File: src/rtl/seq_mul_fsm.sv
// Sequential shift-add unsigned multiplier: one partial product per cycle, N cycles per operation.
// P, busy and done are registered from the current state, so they trail the state by one edge.
module seq_mul_fsm #(
    parameter int N = 8
) (
    input  logic             CLK,
    input  logic             RST,
    input  logic [N-1:0]     a,
    input  logic [N-1:0]     b,
    input  logic             start,
    output logic [2*N-1:0]   P,
    output logic             busy,
    output logic             done
);

    localparam int CW = $clog2(N + 1);

    typedef enum logic [1:0] {
        IDLE = 2'b00,
        CALC = 2'b01,
        DONE = 2'b10
    } state_t;

    state_t           state_r;
    state_t           state_s;
    logic [N-1:0]     mcand_r;
    logic [N-1:0]     mplier_r;
    logic [2*N-1:0]   acc_r;
    logic [2*N-1:0]   acc_s;
    logic [N:0]       sum_s;
    logic [CW-1:0]    cnt_r;
    logic [2*N-1:0]   p_s;
    logic             busy_s;
    logic             done_s;
    logic [2*N-1:0]   p_r;
    logic             busy_r;
    logic             done_r;

    assign P    = p_r;
    assign busy = busy_r;
    assign done = done_r;

    // State register
    always_ff @(posedge CLK or negedge RST) begin
        if (!RST) begin
            state_r <= IDLE;
        end else begin
            state_r <= state_s;
        end
    end

    // Next-state logic; the counter reaching zero on this edge ends CALC
    always_comb begin
        state_s = IDLE;
        case (state_r)
            IDLE: begin
                if (start) begin
                    state_s = CALC;
                end else begin
                    state_s = IDLE;
                end
            end
            CALC: begin
                if (cnt_r <= CW'(1)) begin
                    state_s = DONE;
                end else begin
                    state_s = CALC;
                end
            end
            DONE:    state_s = IDLE;
            default: state_s = IDLE;
        endcase
    end

    // Next values of the registered outputs
    always_comb begin
        p_s    = p_r;
        busy_s = 1'b0;
        done_s = 1'b0;
        case (state_r)
            IDLE: begin
                if (start) begin
                    busy_s = 1'b1;
                end else begin
                    busy_s = 1'b0;
                end
            end
            CALC: busy_s = 1'b1;
            DONE: begin
                p_s    = acc_r;
                done_s = 1'b1;
            end
            default: begin
                busy_s = 1'b0;
                done_s = 1'b0;
            end
        endcase
    end

    // Partial-product step; the extra sum bit keeps the carry that the right shift brings down
    always_comb begin
        if (mplier_r[0]) begin
            sum_s = {1'b0, acc_r[2*N-1:N]} + {1'b0, mcand_r};
        end else begin
            sum_s = {1'b0, acc_r[2*N-1:N]};
        end
        acc_s = {sum_s, acc_r[N-1:1]};
    end

    // Operand, accumulator and iteration counter registers
    always_ff @(posedge CLK or negedge RST) begin
        if (!RST) begin
            mcand_r  <= {N{1'b0}};
            mplier_r <= {N{1'b0}};
            acc_r    <= {(2*N){1'b0}};
            cnt_r    <= {CW{1'b0}};
        end else begin
            case (state_r)
                IDLE: begin
                    if (start) begin
                        mcand_r  <= a;
                        mplier_r <= b;
                        acc_r    <= {(2*N){1'b0}};
                        cnt_r    <= CW'(N);
                    end else begin
                        mcand_r  <= mcand_r;
                        mplier_r <= mplier_r;
                        acc_r    <= acc_r;
                        cnt_r    <= cnt_r;
                    end
                end
                CALC: begin
                    acc_r    <= acc_s;
                    mplier_r <= {1'b0, mplier_r[N-1:1]};
                    cnt_r    <= cnt_r - CW'(1);
                end
                default: begin
                    mcand_r  <= mcand_r;
                    mplier_r <= mplier_r;
                    acc_r    <= acc_r;
                    cnt_r    <= cnt_r;
                end
            endcase
        end
    end

    // Output registers
    always_ff @(posedge CLK or negedge RST) begin
        if (!RST) begin
            p_r    <= {(2*N){1'b0}};
            busy_r <= 1'b0;
            done_r <= 1'b0;
        end else begin
            p_r    <= p_s;
            busy_r <= busy_s;
            done_r <= done_s;
        end
    end

endmodule
File: config.mk
export PLATFORM = sky130hd
export DESIGN_NAME = seq_mul_fsm
export DESIGN_NICKNAME = d
export VERILOG_FILES = /design/src/rtl/seq_mul_fsm.sv
export SDC_FILE = /design/constraint.sdc
export NUM_CORES = 1
export LEC_CHECK = 0
export ABC_AREA = 1
export ABC_CLOCK_PERIOD_IN_PS = 2230
export CAP_MARGIN = 40
export CORE_UTILIZATION = 54
export DETAILED_ROUTE_END_ITERATION = 10
export PLACE_DENSITY = 0.8
export SLEW_MARGIN = 30
export SYNTH_ARGS = -nofsm -noshare
export SYNTH_HDL_FRONTEND = slang
export SYNTH_SLANG_ARGS = --single-unit
File: constraint.sdc
create_clock -name CLK -period 2.23 [get_ports CLK]
set_clock_uncertainty 0.2 [all_clocks]
set_input_delay 0.446 -clock CLK [delete_from_list [all_inputs] [get_ports CLK]]
set_output_delay 0.446 -clock CLK [all_outputs]
set_load 0.1 [all_outputs]
After elaboration in Yosys (flattened, before gate mapping)
Cells that the tools add are included.

storage, ports and cells
  bits in registers = 56
  latch bits = 0
  bits in writable memories = 0
  memories kept = 0
  bits in read-only memories = 0
  output and inout bits = 18

operators by class
  equality and inequality tests = 3
  $add $sub $neg = 2
  divide/modulo/power cells = 0
  $lt $le $gt $ge = 1
  bitwise logic cells = 0
  multipliers = 0
  reductions and logical operators = 4
  mux-type cells = 13
  shift operators = 0

operator list
  cell                                                                               count
  16-bit one-hot mux with 2 select lines                                             1
  16-bit two-way mux                                                                 1
  8-bit one-hot mux with 2 select lines                                              1
  8-bit by 8-bit adder with 9-bit output                                             1
  9-bit two-way mux                                                                  1
  8-bit two-way mux                                                                  1
  4-bit one-hot mux with 2 select lines                                              1
  4-bit by 1-bit less-or-equal comparator with 1-bit output (second input constant)  1
  4-bit two-way mux                                                                  1
  2-bit one-hot mux with 2 select lines                                              1
  2-bit AND reduction                                                                2
  4-bit by 1-bit subtractor with 4-bit output (second input constant)                1
  1-bit two-way mux                                                                  3
  2-bit by 1-bit equality test with 1-bit output (second input constant)             1
  2-bit equality test (second input constant)                                        1
  2-bit logical NOT                                                                  1
  2-bit two-way mux                                                                  1
  2-bit inequality test (second input constant)                                      1
  1-bit one-hot mux with 2 select lines                                              1
  2-bit nonzero test                                                                 1

Depth between registers and ports, before layout
  word-level depth = 3
  gate-level depth with buffers = 10

Worst setup path before layout
OpenSTA, ideal clock, no wires.

  path type = register to register
  from = register mcand_r[0]
  to = register acc_r[11]
  cell stages (with the launch flop) = 10
  setup slack = 0.523 ns
  required time = 1.907 ns
  path buffers = 0
  arrival time = 1.384 ns
  cell sequence = dfrtp_1 ha_1 inv_1 fa_1 inv_1 nand3_1 nand3_1 xor2_1 o21ai_0 nand2_1

on the way
  word-level cells in the longest chain between the ends = 3

RTL lines
  element                                 line  text
  start: declaration                      26    logic [N-1:0] mcand_r;
  start signal: assignment                113   mcand_r <= {N{1'b0}};
  start signal: assignment                126   mcand_r <= mcand_r;
  start signal: assignment                138   mcand_r <= mcand_r;
  8-bit by 8-bit adder with 9-bit output  103   sum_s = {1'b0, acc_r[2*N-1:N]} + {1'b0, mcand_r};
  9-bit two-way mux                       102   if (mplier_r[0]) begin
  16-bit one-hot mux with 2 select lines  118   case (state_r)
  end signal: assignment                  115   acc_r <= {(2*N){1'b0}};
  end signal: assignment                  123   acc_r <= {(2*N){1'b0}};
  end signal: assignment                  128   acc_r <= acc_r;
  end: declaration                        28    logic [2*N-1:0] acc_r;

No other way between the ends.
A chain may end at the register's enable or synchronous reset.

Worst setup path after layout
  from = register acc_r[8]
  to = register acc_r[11]

on the way
  word-level cells in the longest chain between the ends = 3

RTL lines
  element                                 line
  8-bit by 8-bit adder with 9-bit output  103
  9-bit two-way mux                       102
  16-bit one-hot mux with 2 select lines  118

No other way between the ends.

==> impl_metrics.toml <==
[timing]
period_share = 0.8558
setup_viol = 0
fmax_ghz = 0.5240
hold_violations = 0
maxSlewViolCount = 0
worstMarginPinSlew_ns = 0.3739
slew_headroom = 0.7498
min_period_ns = 1.908
tns_ns = 0
rsz0062_at_grt = "false"
fin_ws_ns = 0.3216

[flow_run]
drv_cap = 0

[cells_and_area]
final_area_um2 = 3043
fillCellCount = 364
antennaDiodeCount = 0
drive_gt1_frac = 0.1062
area_growth_pct = 17.09
final_nets = 368
final_util = 0.6801
final_cell_mix = "nand2_1, dfrtp_1, inv_1"
layout_commonest_cell = "nand2_1"

[route]
first_iter_violations = 130
viasPerCell = 5.197
dr_total_vias = 2032
wire_per_inst_um = 12.23
ant_nets = 0
routed_wl_um = 4781
dr.pass1.iters = 7
post-route-drc-count = 4

[synth]
ys_seq_area_frac = 0.5392
synth-edff-count = 0
synthArstFlopShare = 1.000
synth_fp_nets = 330
avgSynthCellArea_um2 = 8.662
synth.top_cell.area_share = 0.5392
synthesis.area_um2 = 2599
synthTopCellsByArea = "dfrtp_1, nand2_1, inv_1, o21ai_0, ha_1"
yosys_warnings = 0
ys_ff_latch = 56
synth_top_area_cell = "dfrtp_1"
syn_inst = 300
synth_flop_cell = "dfrtp_1"
synth.distinct_cells = 25

[global_route]
antenna_found_initial = 0
grtUsageTotal = 0.2161
grt_max_degree = 57
overflow = 0
grt_first_pass_wirelength_um = 8500
grt_pass1_vias = 1949

[clock_network]
clock_path_buffers = 2
tritoncts = "built"
holdBufCountCts = 1
htree_levels = 2
root_buffer = "clkbuf_8"
post_cts_resized = 0
cts_made_buffers = 5
numClockSinks = 56
path_clk_slew_ns = 0.09
post_cts_buffers = 0
clock_latency_ns = 0.29

[floorplanning]
die_h_um = 71.37
core_um2 = 4474
rows = 24
pin_count = 37
dieWidth_um = 71.37
die_area_um2 = 5094
start_util = 0.5808

[critical_path]
worst-setup-path-type = "flop to flop"
cp_max_fo = 2
crit_required_ns = 2.21
setup.worst_path.start_class = "flop"
crit_path_end_kind = "flop"
arrival_ns = 1.89

[run_status]
status = "complete, but fails checks"
violations = "DRC"

[placement]
dpl_cell_area_um2 = 2943
pre_cts_ws_ns = 0.3660
numPortBuffers = 36
dp_hpwl_um = 3462
gp_congestion = 0.8547

[hold_path]
min_path_type = "flop to flop"
routing by layer:
metal / GRT usage / routed length, µm / up-vias
met1: 0.2868 / 2279 / 942
met4: 0.05556 / 40 / 0
li1: - / - / 1034
met3: 0.04641 / 201 / 4
met5: 0 / 0 / -
met2: 0.3640 / 2258 / 52
final cells by class:
type                            count  area (µm²)  area share
Sequential cell                    56        1401      0.4605
Tap cell                           52       65.06     0.02138
Timing Repair Buffer               41       362.8      0.1192
Inverter                           38       145.1     0.04770
Clock buffer                        8       90.09     0.02961
Multi-Input combinational cell    196       978.4      0.3215
through the flow:
step                      cells  hold slack (ns)
final                       391           0.2895
after global routing        391           0.3044
after CTS                   391           0.2906
after detailed placement    382           0.2640
after global placement      382           0.2645
after floorplan             300         -0.04959
synth_stat cells (2+ instances only):
| cell type | count |
|---|---|
| a21oi_1 | 13 |
| o22ai_1 | 9 |
| nand3_1 | 15 |
| inv_2 | 2 |
| nand2_1 | 101 |
| o21ai_0 | 26 |
| nand4_1 | 2 |
| buf_2 | 5 |
| nor2_2 | 2 |
| inv_1 | 35 |
| nand2_2 | 2 |
| xor2_1 | 2 |
| buf_6 | 4 |
| nor2_1 | 7 |
| ha_1 | 10 |
| dfrtp_1 | 56 |
cell families after synthesis:
logic type                 Yosys count  share of synthesized area
buffers and inverters               48                    0.08426
xor gates and xnor gates             3                    0.01011
AOI/OAI and AO/OA                   53                     0.1112
adders and majority gates           11                    0.05585
and+or+nand+nor                    129                     0.1993
DFF                                 56                     0.5392
worst max-delay path, stage by stage, from the launching register on:
cell     delay, ns
dfrtp_1       0.38
ha_1          0.18
inv_1         0.06
fa_1          0.40
inv_1         0.09
nand3_1       0.09
nand3_1       0.13
xor2_1        0.07
o21ai_0       0.14
nand2_1       0.07
state kept, by name (all words and copies together), names as in the netlist:
name,cells
cnt_r,4
busy,1
mcand_r,8
done,1
acc_r,16
P,16
mplier_r,8
state_r,2
worst paths after layout:
kind                              from     endpoint  slack (ns)  cells past startpoint
min reg2reg                mplier_r[3]  mplier_r[3]        0.29                      2
max reg2reg                   acc_r[8]    acc_r[11]        0.32                      9
max                           acc_r[8]    acc_r[11]        0.32                      9
max in group asynchronous          RST  mplier_r[1]        1.12                      3
min                        mplier_r[3]  mplier_r[3]        0.29                      2
min in group asynchronous          RST    acc_r[12]        0.47                      3
Power is not shown: default switching activity piles up to over one toggle a cycle in this logic, so the estimate is an artifact.
